`src/rtl/ni_local_port_if.sv`:
```
// Local-port NI signal bundle: PE word streams plus
// the credit-based flit link to the router L port.
interface ni_local_port_if #(
  parameter int DATA_WIDTH = 8,
  parameter int N_ADD      = 2
);
  logic                  pe_tx_valid;
  logic                  pe_tx_ready;
  logic [DATA_WIDTH-1:0] pe_tx_data;
  logic [N_ADD-1:0]      pe_dst_x;
  logic [N_ADD-1:0]      pe_dst_y;
  logic [DATA_WIDTH-1:0] tx_data;
  logic                  tx_val;
  logic                  tx_ret;
  logic [DATA_WIDTH-1:0] rx_data;
  logic                  rx_val;
  logic                  rx_ret;
  logic                  pe_rx_valid;
  logic                  pe_rx_ready;
  logic [DATA_WIDTH-1:0] pe_rx_data;
  logic                  pe_rx_sop;

  modport slave (
    input  pe_tx_valid, pe_tx_data,
    input  pe_dst_x, pe_dst_y,
    input  tx_ret, rx_data, rx_val,
    input  pe_rx_ready,
    output pe_tx_ready, tx_data, tx_val,
    output rx_ret, pe_rx_valid,
    output pe_rx_data, pe_rx_sop
  );

  modport master (
    output pe_tx_valid, pe_tx_data,
    output pe_dst_x, pe_dst_y,
    output tx_ret, rx_data, rx_val,
    output pe_rx_ready,
    input  pe_tx_ready, tx_data, tx_val,
    input  rx_ret, pe_rx_valid,
    input  pe_rx_data, pe_rx_sop
  );
endinterface

```
`src/rtl/ni_local_port.sv`:
```
// Network interface between a PE and a router Local port:
// credit-based packet TX and header-stripping RX FIFO.
module ni_local_port #(
  parameter int DATA_WIDTH = 8,
  parameter int N_ADD      = 2,
  parameter int PKT_LEN    = 4,
  parameter int N_CREDIT   = 3,
  parameter int RX_DEPTH   = 4
) (
  input  logic          clk,
  input  logic          rst,
  ni_local_port_if.slave lp
);

  localparam int IW  = (PKT_LEN > 1) ? $clog2(PKT_LEN) : 1;
  localparam int CW  = $clog2(N_CREDIT + 1);
  localparam int RCW = $clog2(PKT_LEN + 1);
  localparam int PW  = (RX_DEPTH > 1) ? $clog2(RX_DEPTH) : 1;
  localparam int OW  = $clog2(RX_DEPTH + 1);

  localparam logic [IW-1:0]  IDX_LAST = IW'(PKT_LEN - 1);
  localparam logic [CW-1:0]  CMAX     = CW'(N_CREDIT);
  localparam logic [RCW-1:0] CNT_LAST = RCW'(PKT_LEN);
  localparam logic [PW-1:0]  PMAX     = PW'(RX_DEPTH - 1);
  localparam logic [OW-1:0]  OCC_MAX  = OW'(RX_DEPTH);

  typedef enum logic [1:0] {
    COLLECT,
    HEAD,
    BODY
  } tx_state_t;

  tx_state_t state, state_n;

  logic [DATA_WIDTH-1:0] tx_buf [PKT_LEN];
  logic [IW-1:0]         wr_idx, wr_idx_n;
  logic [IW-1:0]         rd_idx, rd_idx_n;
  logic [N_ADD-1:0]      dst_x, dst_y;
  logic [CW-1:0]         credit, credit_n;
  logic [DATA_WIDTH-1:0] hdr, flit_n;
  logic                  send, rdy, tx_fire;

  assign hdr            = DATA_WIDTH'({dst_x, dst_y});
  assign tx_fire        = lp.pe_tx_valid & rdy;
  assign lp.pe_tx_ready = rdy;

  always_comb begin
    state_n  = state;
    wr_idx_n = wr_idx;
    rd_idx_n = rd_idx;
    send     = 1'b0;
    flit_n   = '0;
    unique case (state)
      COLLECT: begin
        if (tx_fire) begin
          if (wr_idx == IDX_LAST) begin
            wr_idx_n = '0;
            state_n  = HEAD;
          end else begin
            wr_idx_n = wr_idx + 1'b1;
          end
        end
      end
      HEAD: begin
        if (credit != '0) begin
          send     = 1'b1;
          flit_n   = hdr;
          rd_idx_n = '0;
          state_n  = BODY;
        end
      end
      BODY: begin
        if (credit != '0) begin
          send   = 1'b1;
          flit_n = tx_buf[rd_idx];
          if (rd_idx == IDX_LAST) begin
            rd_idx_n = '0;
            state_n  = COLLECT;
          end else begin
            rd_idx_n = rd_idx + 1'b1;
          end
        end
      end
      default: state_n = COLLECT;
    endcase
  end

  // A return that coincides with a send cancels out.
  always_comb begin
    credit_n = credit;
    if (send && !lp.tx_ret) begin
      credit_n = credit - 1'b1;
    end else if (!send && lp.tx_ret && credit != CMAX) begin
      credit_n = credit + 1'b1;
    end
  end

  always_ff @(posedge clk or negedge rst) begin
    if (!rst) begin
      state      <= COLLECT;
      wr_idx     <= '0;
      rd_idx     <= '0;
      credit     <= CMAX;
      rdy        <= 1'b0;
      dst_x      <= '0;
      dst_y      <= '0;
      lp.tx_val  <= 1'b0;
      lp.tx_data <= '0;
      for (int i = 0; i < PKT_LEN; i++) begin
        tx_buf[i] <= '0;
      end
    end else begin
      state      <= state_n;
      wr_idx     <= wr_idx_n;
      rd_idx     <= rd_idx_n;
      credit     <= credit_n;
      rdy        <= (state_n == COLLECT);
      lp.tx_val  <= send;
      lp.tx_data <= flit_n;
      if (tx_fire) begin
        tx_buf[wr_idx] <= lp.pe_tx_data;
        if (wr_idx == '0) begin
          dst_x <= lp.pe_dst_x;
          dst_y <= lp.pe_dst_y;
        end
      end
    end
  end

  logic [DATA_WIDTH-1:0] fifo_d [RX_DEPTH];
  logic                  fifo_s [RX_DEPTH];
  logic [PW-1:0]         wptr, rptr;
  logic [OW-1:0]         occ;
  logic [RCW-1:0]        rx_cnt;
  logic [1:0]            pend, pend_n;
  logic [2:0]            ret_sum;
  logic                  full, empty, pop;
  logic                  accept, hdr_in, wr;

  assign empty  = (occ == '0);
  assign full   = (occ == OCC_MAX);
  assign pop    = !empty & lp.pe_rx_ready;
  assign accept = lp.rx_val & (!full | pop);
  assign hdr_in = accept & (rx_cnt == '0);
  assign wr     = accept & (rx_cnt != '0);

  assign lp.pe_rx_valid = !empty;
  assign lp.pe_rx_data  = empty ? '0 : fifo_d[rptr];
  assign lp.pe_rx_sop   = !empty & fifo_s[rptr];

  // Header release and pop together: second pulse is deferred.
  always_comb begin
    ret_sum = {1'b0, pend} + {2'b00, hdr_in}
            + {2'b00, pop};
    pend_n  = '0;
    if (ret_sum != '0) begin
      pend_n = 2'(ret_sum - 3'd1);
    end
  end

  always_ff @(posedge clk or negedge rst) begin
    if (!rst) begin
      wptr      <= '0;
      rptr      <= '0;
      occ       <= '0;
      rx_cnt    <= '0;
      pend      <= '0;
      lp.rx_ret <= 1'b0;
      for (int i = 0; i < RX_DEPTH; i++) begin
        fifo_d[i] <= '0;
        fifo_s[i] <= 1'b0;
      end
    end else begin
      pend      <= pend_n;
      lp.rx_ret <= (ret_sum != '0);
      if (accept) begin
        rx_cnt <= (rx_cnt == CNT_LAST) ? '0 : rx_cnt + 1'b1;
      end
      if (wr) begin
        fifo_d[wptr] <= lp.rx_data;
        fifo_s[wptr] <= (rx_cnt == RCW'(1));
        wptr <= (wptr == PMAX) ? '0 : wptr + 1'b1;
      end
      if (pop) begin
        rptr <= (rptr == PMAX) ? '0 : rptr + 1'b1;
      end
      unique case ({wr, pop})
        2'b10:   occ <= occ + 1'b1;
        2'b01:   occ <= occ - 1'b1;
        default: occ <= occ;
      endcase
    end
  end

endmodule

```
`src/flat_wrapper.sv`:
```
// flat-port wrapper written by rule: the top's interface ports become plain ports
module ni_local_port_flat 
#(
  parameter int DATA_WIDTH = 8,
  parameter int N_ADD      = 2,
  parameter int PKT_LEN    = 4,
  parameter int N_CREDIT   = 3,
  parameter int RX_DEPTH   = 4
)
  (clk, rst, lp_pe_tx_valid, lp_pe_tx_data, lp_pe_dst_x, lp_pe_dst_y, lp_tx_ret, lp_rx_data, lp_rx_val, lp_pe_rx_ready, lp_pe_tx_ready, lp_tx_data, lp_tx_val, lp_rx_ret, lp_pe_rx_valid, lp_pe_rx_data, lp_pe_rx_sop);
  ni_local_port_if #(.DATA_WIDTH(DATA_WIDTH), .N_ADD(N_ADD)) lp_i ();
  input  logic clk;
  input  logic rst;
  input wire logic [$bits(lp_i.pe_tx_valid)-1:0] lp_pe_tx_valid;
  input wire logic [$bits(lp_i.pe_tx_data)-1:0] lp_pe_tx_data;
  input wire logic [$bits(lp_i.pe_dst_x)-1:0] lp_pe_dst_x;
  input wire logic [$bits(lp_i.pe_dst_y)-1:0] lp_pe_dst_y;
  input wire logic [$bits(lp_i.tx_ret)-1:0] lp_tx_ret;
  input wire logic [$bits(lp_i.rx_data)-1:0] lp_rx_data;
  input wire logic [$bits(lp_i.rx_val)-1:0] lp_rx_val;
  input wire logic [$bits(lp_i.pe_rx_ready)-1:0] lp_pe_rx_ready;
  output wire logic [$bits(lp_i.pe_tx_ready)-1:0] lp_pe_tx_ready;
  output wire logic [$bits(lp_i.tx_data)-1:0] lp_tx_data;
  output wire logic [$bits(lp_i.tx_val)-1:0] lp_tx_val;
  output wire logic [$bits(lp_i.rx_ret)-1:0] lp_rx_ret;
  output wire logic [$bits(lp_i.pe_rx_valid)-1:0] lp_pe_rx_valid;
  output wire logic [$bits(lp_i.pe_rx_data)-1:0] lp_pe_rx_data;
  output wire logic [$bits(lp_i.pe_rx_sop)-1:0] lp_pe_rx_sop;
  assign lp_i.pe_tx_valid = lp_pe_tx_valid;
  assign lp_i.pe_tx_data = lp_pe_tx_data;
  assign lp_i.pe_dst_x = lp_pe_dst_x;
  assign lp_i.pe_dst_y = lp_pe_dst_y;
  assign lp_i.tx_ret = lp_tx_ret;
  assign lp_i.rx_data = lp_rx_data;
  assign lp_i.rx_val = lp_rx_val;
  assign lp_i.pe_rx_ready = lp_pe_rx_ready;
  assign lp_pe_tx_ready = lp_i.pe_tx_ready;
  assign lp_tx_data = lp_i.tx_data;
  assign lp_tx_val = lp_i.tx_val;
  assign lp_rx_ret = lp_i.rx_ret;
  assign lp_pe_rx_valid = lp_i.pe_rx_valid;
  assign lp_pe_rx_data = lp_i.pe_rx_data;
  assign lp_pe_rx_sop = lp_i.pe_rx_sop;
  ni_local_port #(.DATA_WIDTH(DATA_WIDTH), .N_ADD(N_ADD), .PKT_LEN(PKT_LEN), .N_CREDIT(N_CREDIT), .RX_DEPTH(RX_DEPTH)) u_core (.clk(clk), .rst(rst), .lp(lp_i));
endmodule
```
`config.mk`:
```
export PLATFORM = sky130hd
export DESIGN_NAME = ni_local_port_flat
export DESIGN_NICKNAME = d
export VERILOG_FILES = /design/src/rtl/ni_local_port_if.sv /design/src/rtl/ni_local_port.sv /design/src/flat_wrapper.sv
export SDC_FILE = /design/constraint.sdc
export NUM_CORES = 1
export LEC_CHECK = 0
export ABC_CLOCK_PERIOD_IN_PS = 6430
export CAP_MARGIN = 40
export CORE_UTILIZATION = 29
export CTS_CLUSTER_DIAMETER = 50
export DETAILED_ROUTE_END_ITERATION = 10
export PLACE_DENSITY = 0.53
export SLEW_MARGIN = 20
export SYNTH_ARGS = -nofsm -noshare
export SYNTH_HDL_FRONTEND = slang
export SYNTH_SLANG_ARGS = --single-unit
```
`constraint.sdc`:
```
create_clock -name clk -period 6.43 [get_ports clk]
set_input_delay 1.286 -clock clk [delete_from_list [all_inputs] [get_ports clk]]
set_output_delay 1.286 -clock clk [all_outputs]
set_load 0.01 [all_outputs]
```
* Yosys cells after proc, flatten, opt, wreduce, memory -nomap -nowiden *
Index checks and enable logic that the tools add are counted.

operators by class
  multipliers = 0
  reduce and logical (&&, ||, !) cells = 24
  divide/modulo/power cells = 0
  eq/ne operators = 14
  bitwise gates (word level) = 11
  shifts and indexed selects = 0
  muxes and demuxes = 42
  $add $sub $neg = 12
  magnitude comparators = 6

operator list
  kind                   count
  $bwmux W32             2
  $mux W8                8
  $bmux W8 S2            2
  $demux W8 S2           2
  $mux W2                14
  $pmux W8 S2            1
  $eq A2 B2 Y1 const B   6
  $ge A3 B3 Y1 const B   4
  $not A2 Y3             4
  $add A2 B1 Y2 const B  5
  $reduce_bool A2 Y1     4
  $add A3 B1 Y3 const B  2
  $and A1 B1 Y1          6
  $eq A3 B3 Y1 const B   2
  $logic_not A2 Y1       3
  $logic_not A3 Y1       2
  $lt A3 B1 Y1 const B   2
  $pmux W2 S3            1
  $pmux W3 S2            1
  $reduce_bool A3 Y1     2
  $logic_and A1 B1 Y1    5
  $mux W1                5
  $bwmux W4              1
  $eq A2 B1 Y1 const B   2
  other kinds (17)       23

storage, ports and cells
  word-level logic and storage cells = 136
  bits of input ports = 26
  ROM bits = 0
  memory bits (writable) = 0
  bits in registers = 103
  memories = 0
  latch bits = 0
  output and inout port bits = 21

* Logic depth before layout (Yosys ltp) *
Gate-level depths: netlist of the first run.

  word-level depth = 10
  gate-level depth with buffers = 12
  gate-level depth less buffers = 11

* Worst setup path before layout of the first run *
Ideal clock, no wire load.

  path type = input to register
  start = input lp_pe_rx_ready
  end = register u_core.occ[2]
  slack = 3.180 ns
  required time = 6.351 ns
  path buffers = 1
  data arrival time = 3.170 ns
  stages = 10
  path through = or4b_4 and3_4 buf_12 inv_1 ha_1 inv_1 fa_1 xor2_1 nor2_1 xor2_1

between the ends
  longest elaborated chain between the ends = 6
  elaborated cells on any way between the ends = 8
  those cells by class = eq/ne (2); mux (1); bitwise (4); reduce/logical (1)

RTL lines
  item                                                      line                  text
  start: declaration                                        flat_wrapper.sv:21    input wire logic [$bits(lp_i.pe_rx_ready)-1:0] lp_pe_rx_ready;
  $and A1 B1 Y1 *                                           ni_local_port.sv:142  assign pop = !empty & lp.pe_rx_ready;
  $or A1 B1 Y1                                              ni_local_port.sv:143  assign accept = lp.rx_val & (!full | pop);
  $and A1 B1 Y1                                             ni_local_port.sv:143
  $and A1 B1 Y1                                             ni_local_port.sv:145  assign wr = accept & (rx_cnt != '0);
  $eq A2 B1 Y1 / $eq A2 B2 Y1 (equally long branches)       ni_local_port.sv:187  unique case ({wr, pop})
  $pmux W3 S2 / $reduce_bool A2 Y1 (equally long branches)  -
  end signal: assignment                                    ni_local_port.sv:188  2'b10: occ <= occ + 1'b1;
  end signal: assignment                                    ni_local_port.sv:189  2'b01: occ <= occ - 1'b1;
  end: declaration                                          ni_local_port.sv:133  logic [OW-1:0] occ;

Mark *: on every way between the ends. The rest lies on a longest branch, timed or not.
A chain may end at the register's enable or synchronous reset.

* Worst setup path in the final report of the first run *
  start = register u_core.rptr[0]
  end = output lp_pe_rx_sop

between the ends
  longest elaborated chain between the ends = 5

RTL lines
  item                                         line                  text
  start: declaration                           ni_local_port.sv:132  logic [PW-1:0] wptr, rptr;
  start signal: assignment                     ni_local_port.sv:185  rptr <= (rptr == PMAX) ? '0 : rptr + 1'b1;
  $not A2 Y3 (not written as such)             ni_local_port.sv:149  assign lp.pe_rx_sop = !empty & fifo_s[rptr];
  $bmux W1 S2                                  ni_local_port.sv:149
  $mux W1 (not written as such) (2 in series)  ni_local_port.sv:149
  $and A1 B1 Y1                                ni_local_port.sv:149
  end: declaration                             flat_wrapper.sv:28    output wire logic [$bits(lp_i.pe_rx_sop)-1:0] lp_pe_rx_sop;

Every way passes these cells. The select of a mux whose other input is x is not followed.

==> flow_metrics.tcl, run 1 <==
set metrics [dict create \
    die_area_mm2 0.0178 \
    worstMarginPinSlew_ns 0.751 \
    clock_skew_ns 0.00915 \
    wl_um 10100 \
    yosysSeqAreaShare_pct 51.6 \
    antenna_found_initial 0 \
    criticalPathCategory "flip-flop to output port" \
    finalCoreUtilization_pct 36.0 \
    power_uw 3010 \
    powerDensity_mw_per_mm2 500 \
    synthToLayoutAreaGrowth_pct 20.3 \
    status "finished clean" \
    cts_tree "done" \
    first_pass_iters 4 \
    p_leak_uw 0.00267 \
    postCtsResizedCells 0 \
    setup-violations-final 0 \
    worstPathArrival_ns 2.41 \
    cts_htree_levels 3 \
    synthDistinctLibCells 38 \
    hold_viol 0 \
    r2r_cells 9 \
    start_util_pct 29.9 \
    nFillCells 1657 \
    startpoint_type "flip-flop" \
    design_area_mm2 0.00601 \
    cts.sinks 103 \
    hold_end "u_core.occ[2]" \
    die_y_um 133 \
    min_period_ns 3.69 \
    post-route-drc-count 0 \
    grt_util_all_layers_pct 12.3 \
    synthCells 352 \
    synthArstFlopShare_pct 100 \
    grt_pass1_vias 3068 \
    synth_top_cell_by_area "dfrtp_1" \
    std_cell_rows 47 \
    wl_per_cell_um 16.1 \
    core_area_mm2 0.0167 \
    worstPathRequired_ns 5.14 \
    post_cts_buffers 0 \
    dp_hpwl_um 6790 \
    drive_above_1_share_pct 30.4 \
    vias 2858 \
    grt_pass1_wl_um 16500 \
    setup_tns_ns 0 \
    cts.clk_slew.worst_paths_ns 0.07 \
    postCtsHoldBufs 0 \
    relSlewSlack_pct 49.8 \
    ff_latch_area_mm2 0.00258 \
    peakVddDrop_mv 0.136 \
    hold_path_class "flip-flop to flip-flop" \
    hold-path-cell-count 1 \
    ys_warn_count 0 \
    hp-start "u_core.occ[2]" \
    fp.dieW_um 133 \
    grt_max_degree 61 \
    cap_violations 0 \
    syn_nets 399 \
    setup.worst_path.end_class "output port" \
    cts_buffers 9 \
    io-pin-count 47 \
    rsz0062_at_grt "false" \
    postSynthAreaPerCell_um2 14.2 \
    multiInputGateArea_mm2 0.00229 \
    reg2reg_setup_slack_ns 3.97 \
    ys_ff_latch 103 \
    worstSkewPairLatency_ns 0.35 \
    clock_tree.root_cell "clkbuf_16" \
    synthTopCellsByArea "dfrtp_1 (51%), mux2_4 (11%), mux2_2 (11%)" \
    overflow 0 \
    syn-cell-area_mm2 0.00500 \
    drtIter0Drc 164 \
    netlist.area_leader.share_pct 50.6 \
    dpl-instance-area_mm2 0.00568 \
    synth_enable_flop_cells 0 \
    rr_endpoint "u_core.occ[2]" \
    num_antenna_cells 0 \
    synthFlopType "dfrtp_1" \
    min_period_over_period_pct 57.5 \
    routed_via_density 4.57 \
    fmax_mhz 271 \
    io_buffers 46 \
    nNetsFinal 447 \
    cts_buffer_depth 2 \
    place.gp.congestion 0.777 \
    antenna_left 0 \
    reg2reg_from "u_core.occ[1]" \
    slew_violations 0 \
    crit_fanout 12 \
]
-- worst max-delay path, stage by stage (launching register included) --
cell	delay, ns
dfrtp_1	0.81
mux4_2	0.59
and2_1	0.19
clkdlybuf4s50_1	0.48
-- where the power goes --
part | internal (µW) | switching (µW)
clock network | 341 | 238
logic | 768 | 476
registers | 957 | 228
-- metrics by stage --
stage               setup WS [ns]  std cells  hold WS (ns)
finish                       2.74        625         0.492
global route                 2.57        625         0.516
CTS                          2.65        624         0.491
detailed placement           2.70        608         0.482
global placement             2.73        608         0.476
floorplan                    3.18        352         0.447
-- layout make-up --
type,count,area share [%]
well taps,220,4.58
clock inverters,4,1.17
clock buffers,12,3.93
flip-flops and latches,103,42.9
repair buffers,48,8.20
inverters,18,1.12
multi-input cells,220,38.1
-- worst max-delay path by stage --
stage,from,endpoint,depth (start not counted)
3_3_place_gp,lp_pe_rx_ready,u_core.occ[2],10
5_1_grt,u_core.rptr[0],lp_pe_rx_data[1],3
3_5_place_dp,lp_pe_rx_ready,u_core.occ[2],10
4_1_cts,u_core.rptr[0],lp_pe_rx_sop,3
6_report,u_core.rptr[0],lp_pe_rx_sop,3
2_1_floorplan,lp_pe_rx_ready,u_core.occ[2],10
-- flip-flops by register name (all words and copies together) (netlist names), 2 cells and up --
| name | count |
|---|---|
| u_core.fifo_d | 32 |
| u_core.tx_buf | 32 |
| u_core.wr_idx | 2 |
| u_core.state | 2 |
| u_core.dst_x | 2 |
| u_core.occ | 3 |
| u_core.rd_idx | 2 |
| u_core.dst_y | 2 |
| u_core.lp.tx_data | 8 |
| u_core.credit | 2 |
| u_core.wptr | 2 |
| u_core.rx_cnt | 3 |
| u_core.fifo_s | 4 |
| u_core.rptr | 2 |
| u_core.pend | 2 |
-- cell usage after synthesis (all sizes together) (4+ instances only) --
master	instances
nand2	23
a21oi	7
and2	9
nand3	7
o21ai	12
inv	18
nor2b	8
ha	19
clkbuf	8
mux2	83
a32oi	4
mux4	13
nor2	7
dfrtp	101
-- logic make-up after synthesis --
logic type	share of synthesized area (%)
buffers and inverters	2.53
AND/OR/NAND/NOR	8.09
XOR/XNOR	0.526
multiplexers	27.5
adder cells (fa/ha/maj)	5.56
flip-flops	51.6
AO/OA/AOI/OAI	4.21
-- cells in the final DEF (no fill, tap or decap), drive strengths merged, types with 2 or more instances in the layout --
cell	n
a22o	3
nor2	7
a21o	2
mux2	83
fa	2
clkinv	2
o21ai	12
nand2b	2
nand3	7
and3	2
bufinv	2
nor2b	8
a221oi	2
nor3	3
a21oi	7
mux4	13
clkbuf	12
clkdlybuf4s50	45
or2	2
nand2	23
dfstp	2
dfrtp	101
a32oi	4
xor2	2
buf	3
ha	19
inv	18
and2	9
-- per-layer routing --
metal | track usage, % | wire length [µm] | up-vias | share of wire, %
li1 | - | - | 1340 | -
met1 | 16.4 | 4790 | 1454 | 48
met2 | 18.9 | 4730 | 49 | 47
met3 | 2.21 | 276 | 15 | 2.7
met4 | 6.69 | 265 | 0 | 2.6
met5 | 0 | 0 | - | 0
Power figures use the tool's default switching activity.
==> run 2, diff against run 1 <==
Settings changed: ABC_CLOCK_PERIOD_IN_PS 6430 to 3500.
Clock period 6.43 ns to 3.5 ns, I/O delays scaled along.
==> run 2 against run 1 <==
- global-route usage up 0.25 points
- die area did not move
- final area increased by 0.19%
- clock power up 81%
- combinational power increased by 88%
- setup slack got worse by 2.2 ns
- clock skew down 0.0044 ns
- first-iteration DRC count fell by 21%
- highest routed layer unchanged
==> flow_metrics.tcl, run 2 (synthesis results as in run 1) <==
set metrics [dict create \
    io_buffers 46 \
    wl_um 10100 \
    wl_per_cell_um 16.2 \
    slew_violations 0 \
    drtIter0Drc 129 \
    p_seq_share_pct 38.9 \
    rr_endpoint "u_core.occ[2]" \
    post-route-drc-count 0 \
    synthToLayoutAreaGrowth_pct 20.6 \
    cp_top_family "buffers and inverters" \
    clock_skew_ns 0.00477 \
    first_pass_iters 4 \
    io-pin-count 47 \
    multiInputGateArea_mm2 0.00229 \
    worstMarginPinSlew_ns 0.696 \
    nFillCells 1621 \
    crit_path_top_delay_cell "mux4_2" \
    cts.clk_slew.worst_paths_ns 0.06 \
    overflow 0 \
    crit_fanout 7 \
    crit_path_cell_trace "buf_4 -> mux4_2 -> and2_1 -> clkdlybuf4s50_1" \
    drive_above_1_share_pct 31.1 \
    fmax_mhz 336 \
    std_cell_rows 47 \
    hold-worst-slack_ns 0.348 \
    setup_tns_ns 0 \
    antenna_left 0 \
    nNetsFinal 448 \
    status "finished clean" \
    powerDensity_mw_per_mm2 919 \
    fp.dieW_um 133 \
    cts_htree_levels 3 \
    postCtsResizedCells 0 \
    grt_pass1_wl_um 17000 \
    place.gp.congestion 0.755 \
    grt_max_degree 62 \
    core_area_mm2 0.0167 \
    reg2reg_setup_slack_ns 1.03 \
    cts_buffer_depth 2 \
    ff_latch_area_mm2 0.00258 \
    cts.sinks 103 \
    min_period_ns 2.98 \
    p_leak_uw 0.00267 \
    relSlewSlack_pct 53.6 \
    setup.worst_path.end_class "output port" \
    worstPathArrival_ns 2.28 \
    grt_util_all_layers_pct 12.5 \
    power_uw 5540 \
    startpoint_type "flip-flop" \
    combPwrFrac_pct 42.0 \
    post_cts_buffers 0 \
    setup-violations-final 0 \
    worstSkewPairLatency_ns 0.34 \
    num_antenna_cells 0 \
    peakVddDrop_mv 0.274 \
    hold_viol 0 \
    cap_violations 0 \
    p_sw_share_pct 31.2 \
    reg_top3 "u_core.fifo_d: 32 flops, u_core.tx_buf: 32 flops, u_core.lp.tx_data: 8 flops" \
    vias 2884 \
    clock_tree.root_cell "clkbuf_16" \
    rsz0062_at_grt "false" \
    dp_hpwl_um 6870 \
    cts_buffers 9 \
    cts_tree "done" \
    routed_via_density 4.61 \
    worstPathRequired_ns 2.80 \
    power.internal_uw 3810 \
    start_util_pct 29.9 \
    final_common_cell "dfrtp_1" \
    die_area_mm2 0.0178 \
    hold_path_class "input port to asynchronous set/reset pin" \
    p_clk_share_pct 19.0 \
    grt_pass1_vias 3197 \
    p_switching_uw 1730 \
    criticalPathCategory "flip-flop to output port" \
    finalCoreUtilization_pct 36.1 \
    layout_common_cells "dfrtp_1 (101), mux2_2 (47), clkdlybuf4s50_1 (45)" \
    cp_slowest_stage_delay_ns 0.51 \
    antenna_found_initial 0 \
    postCtsHoldBufs 0 \
    cp_num_buf_inv 2 \
    r2r_cells 9 \
    die_y_um 133 \
    min_period_over_period_pct 85.1 \
    reg2reg_from "u_core.occ[1]" \
]
[run 2: worst max-delay path by stage]
stage                    from          endpoint  slack [ns]  depth (start not counted)
3_5_place_dp   lp_pe_rx_ready     u_core.occ[2]        0.35                         10
2_1_floorplan  lp_pe_rx_ready     u_core.occ[2]        0.84                         10
4_1_cts        u_core.rptr[0]  lp_pe_rx_data[2]        0.48                          4
6_report       u_core.rptr[0]  lp_pe_rx_data[1]        0.52                          4
3_3_place_gp   lp_pe_rx_ready     u_core.occ[2]        0.39                         10
5_1_grt        u_core.rptr[0]  lp_pe_rx_data[1]        0.40                          4
[run 2: through the flow]
stage          std cells  area [µm²]  setup WS, ns
2_1_floorplan        352        5000         0.836
3_3_place_gp         610        5710         0.394
3_5_place_dp         610        5710         0.354
4_1_cts              625        6020         0.481
5_1_grt              625        6020         0.399
6_report             625        6020         0.520
[run 2: final cells by class]
cell class,instances,share of cell area (%)
clock inverter,2,0.623
sequential,103,42.8
tap,220,4.57
inverter,18,1.12
clock buffer,13,4.65
multi-input combinational,220,38.0
timing repair buffer,49,8.18
[run 2: routing by layer]
layer	wire [µm]	vias to the layer above	global-route usage, %
li1	-	1347	-
met1	4810	1494	16.5
met2	4840	32	19.8
met3	261	11	2.40
met4	191	0	6.12
met5	0	-	0
[run 2: power by group through the flow]
| stage | registers, µW | logic (µW) | clock network (µW) |
|---|---|---|---|
| after floorplan | 2020 | 1770 | 0 |
| after global placement | 2140 | 2300 | 0 |
| after detailed placement | 2170 | 2360 | 0 |
| after CTS | 2160 | 2370 | 1090 |
| after global routing | 2230 | 2560 | 1140 |
| final | 2160 | 2330 | 1050 |
==> run 3, diff against run 2 <==
Settings changed: CORE_MARGIN set to 4.
==> run 3 against run 2 <==
- total power shrank 1.1%
- critical endpoint is now u_core.occ[2]
- worst hold slack got worse by 0.029 ns
- clock skew grew 0.0015 ns
==> flow_metrics.tcl, run 3 (synthesis results as in run 1) <==
set metrics [dict create \
    postCtsHoldBufs 0 \
    setup.worst_path.end_class "flip-flop" \
    criticalPathCategory "input port to flip-flop" \
    num_antenna_cells 0 \
    synthToLayoutAreaGrowth_pct 19.8 \
    cts_buffer_depth 2 \
    wl_met3_um 308 \
    wl_um 10200 \
    setup-violations-final 0 \
    hold_path_class "input port to asynchronous set/reset pin" \
    overflow 0 \
    reg_top3 "u_core.fifo_d: 32 flops, u_core.tx_buf: 32 flops, u_core.lp.tx_data: 8 flops" \
    cts_buffers 9 \
    dp_hpwl_um 6900 \
    worstPathArrival_ns 3.09 \
    grt_pass1_wl_um 16900 \
    clock_tree.root_cell "clkbuf_16" \
    die_y_um 139 \
    grt_util_all_layers_pct 11.0 \
    dpl-instance-area_mm2 0.00570 \
    nFillCells 1619 \
    min_period_ns 2.81 \
    layout_common_cells "dfrtp_1 (101), mux2_2 (47), clkdlybuf4s50_1 (45)" \
    startpoint_type "input port" \
    rsz0062_at_grt "false" \
    dr_wl_met2_um 4930 \
    cts_htree_levels 3 \
    fp.dieW_um 139 \
    core_area_mm2 0.0168 \
    ff_latch_area_mm2 0.00258 \
    slew_violations 0 \
    hold_viol 0 \
    design_area_mm2 0.00599 \
    worstMarginPinSlew_ns 0.727 \
    peakVddDrop_mv 0.280 \
    routed_via_density 4.64 \
    power_uw 5470 \
    worstPathRequired_ns 3.77 \
    wl_per_cell_um 16.3 \
    cts.sinks 103 \
    std_cell_rows 47 \
    grt_max_degree 67 \
    crit_fanout 9 \
    vias 2894 \
    drive_above_1_share_pct 30.7 \
    cts.clk_slew.worst_paths_ns 0.07 \
    io_buffers 46 \
    postCtsResizedCells 0 \
    start_util_pct 29.8 \
    die_area_mm2 0.0194 \
    antenna_found_initial 1 \
    multiInputGateArea_mm2 0.00229 \
    drtIter0Drc 192 \
    final_common_cell "dfrtp_1" \
    worstSkewPairLatency_ns 0.35 \
    worst_slack_ns 0.687 \
    grt_pass1_vias 3223 \
    place.gp.congestion 0.710 \
    pre_cts_slack_ns 0.324 \
    highest_layer "met5" \
    first_pass_iters 4 \
    clock_skew_ns 0.00623 \
    wl_met1_um 4680 \
    cts_tree "done" \
    io-pin-count 47 \
    powerDensity_mw_per_mm2 914 \
    setup_tns_ns 0 \
    post-route-drc-count 0 \
    nNetsFinal 447 \
    cap_violations 0 \
    status "finished clean" \
    antenna_left 0 \
    p_leak_uw 0.00266 \
    min_period_over_period_pct 80.4 \
    relSlewSlack_pct 51.4 \
    post_cts_buffers 0 \
    fmax_mhz 355 \
]
[run 3: per-layer routing]
layer,GRT usage [%],up-vias
li1,-,1342
met1,14.4,1502
met2,17.4,31
met3,2.81,17
met5,0,-
met4,4.74,2
[run 3: worst paths after layout]
| check | end | slack, ns | depth (start not counted) | start |
|---|---|---|---|---|
| min in group clk | u_core.occ[2] | 0.48 | 1 | u_core.occ[2] |
| max in group asynchronous | u_core.credit[0] | 2.41 | 2 | rst |
| max | u_core.occ[2] | 0.69 | 10 | lp_pe_rx_ready |
| min reg2reg | u_core.occ[2] | 0.48 | 1 | u_core.occ[2] |
| min | u_core.occ[2] | 0.32 | 1 | rst |
| max reg2reg | u_core.occ[2] | 1.00 | 9 | u_core.occ[1] |
[run 3: worst max-delay path, cell delays in order]
cell and delay (ns):
clkdlybuf4s50_1 0.42, or4b_4 0.50, and3_4 0.28, inv_1 0.10, ha_1 0.19, inv_1 0.07, fa_1 0.42, xor2_1 0.15
nor2_1 0.11, xor2_1 0.15
[run 3: cell type report]
class / instances / share of cell area [%]
multi-input cells: 220 / 38.3
inverters: 18 / 1.13
repair buffers: 48 / 8.11
flip-flops and latches: 103 / 43.1
clock buffers: 10 / 3.83
clock inverters: 5 / 0.962
well taps: 220 / 4.60
[run 3: power breakdown]
part / switching, µW / total (µW) / internal, µW / leakage [µW]
Clock: 448 / 1000 / 554 / 0.000143
Sequential: 386 / 2150 / 1760 / 0.00125
Combinational: 911 / 2330 / 1420 / 0.00126
Total: 1750 / 5470 / 3730 / 0.00266
[run 3: per-stage QoR]
step                utilization (%)  std cells  hold slack (ns)
finish                         35.7        624            0.319
global route                   35.7        624            0.353
CTS                            35.7        624            0.328
detailed placement             34.0        609            0.468
global placement               34.0        609            0.470
floorplan                         -        352            0.404
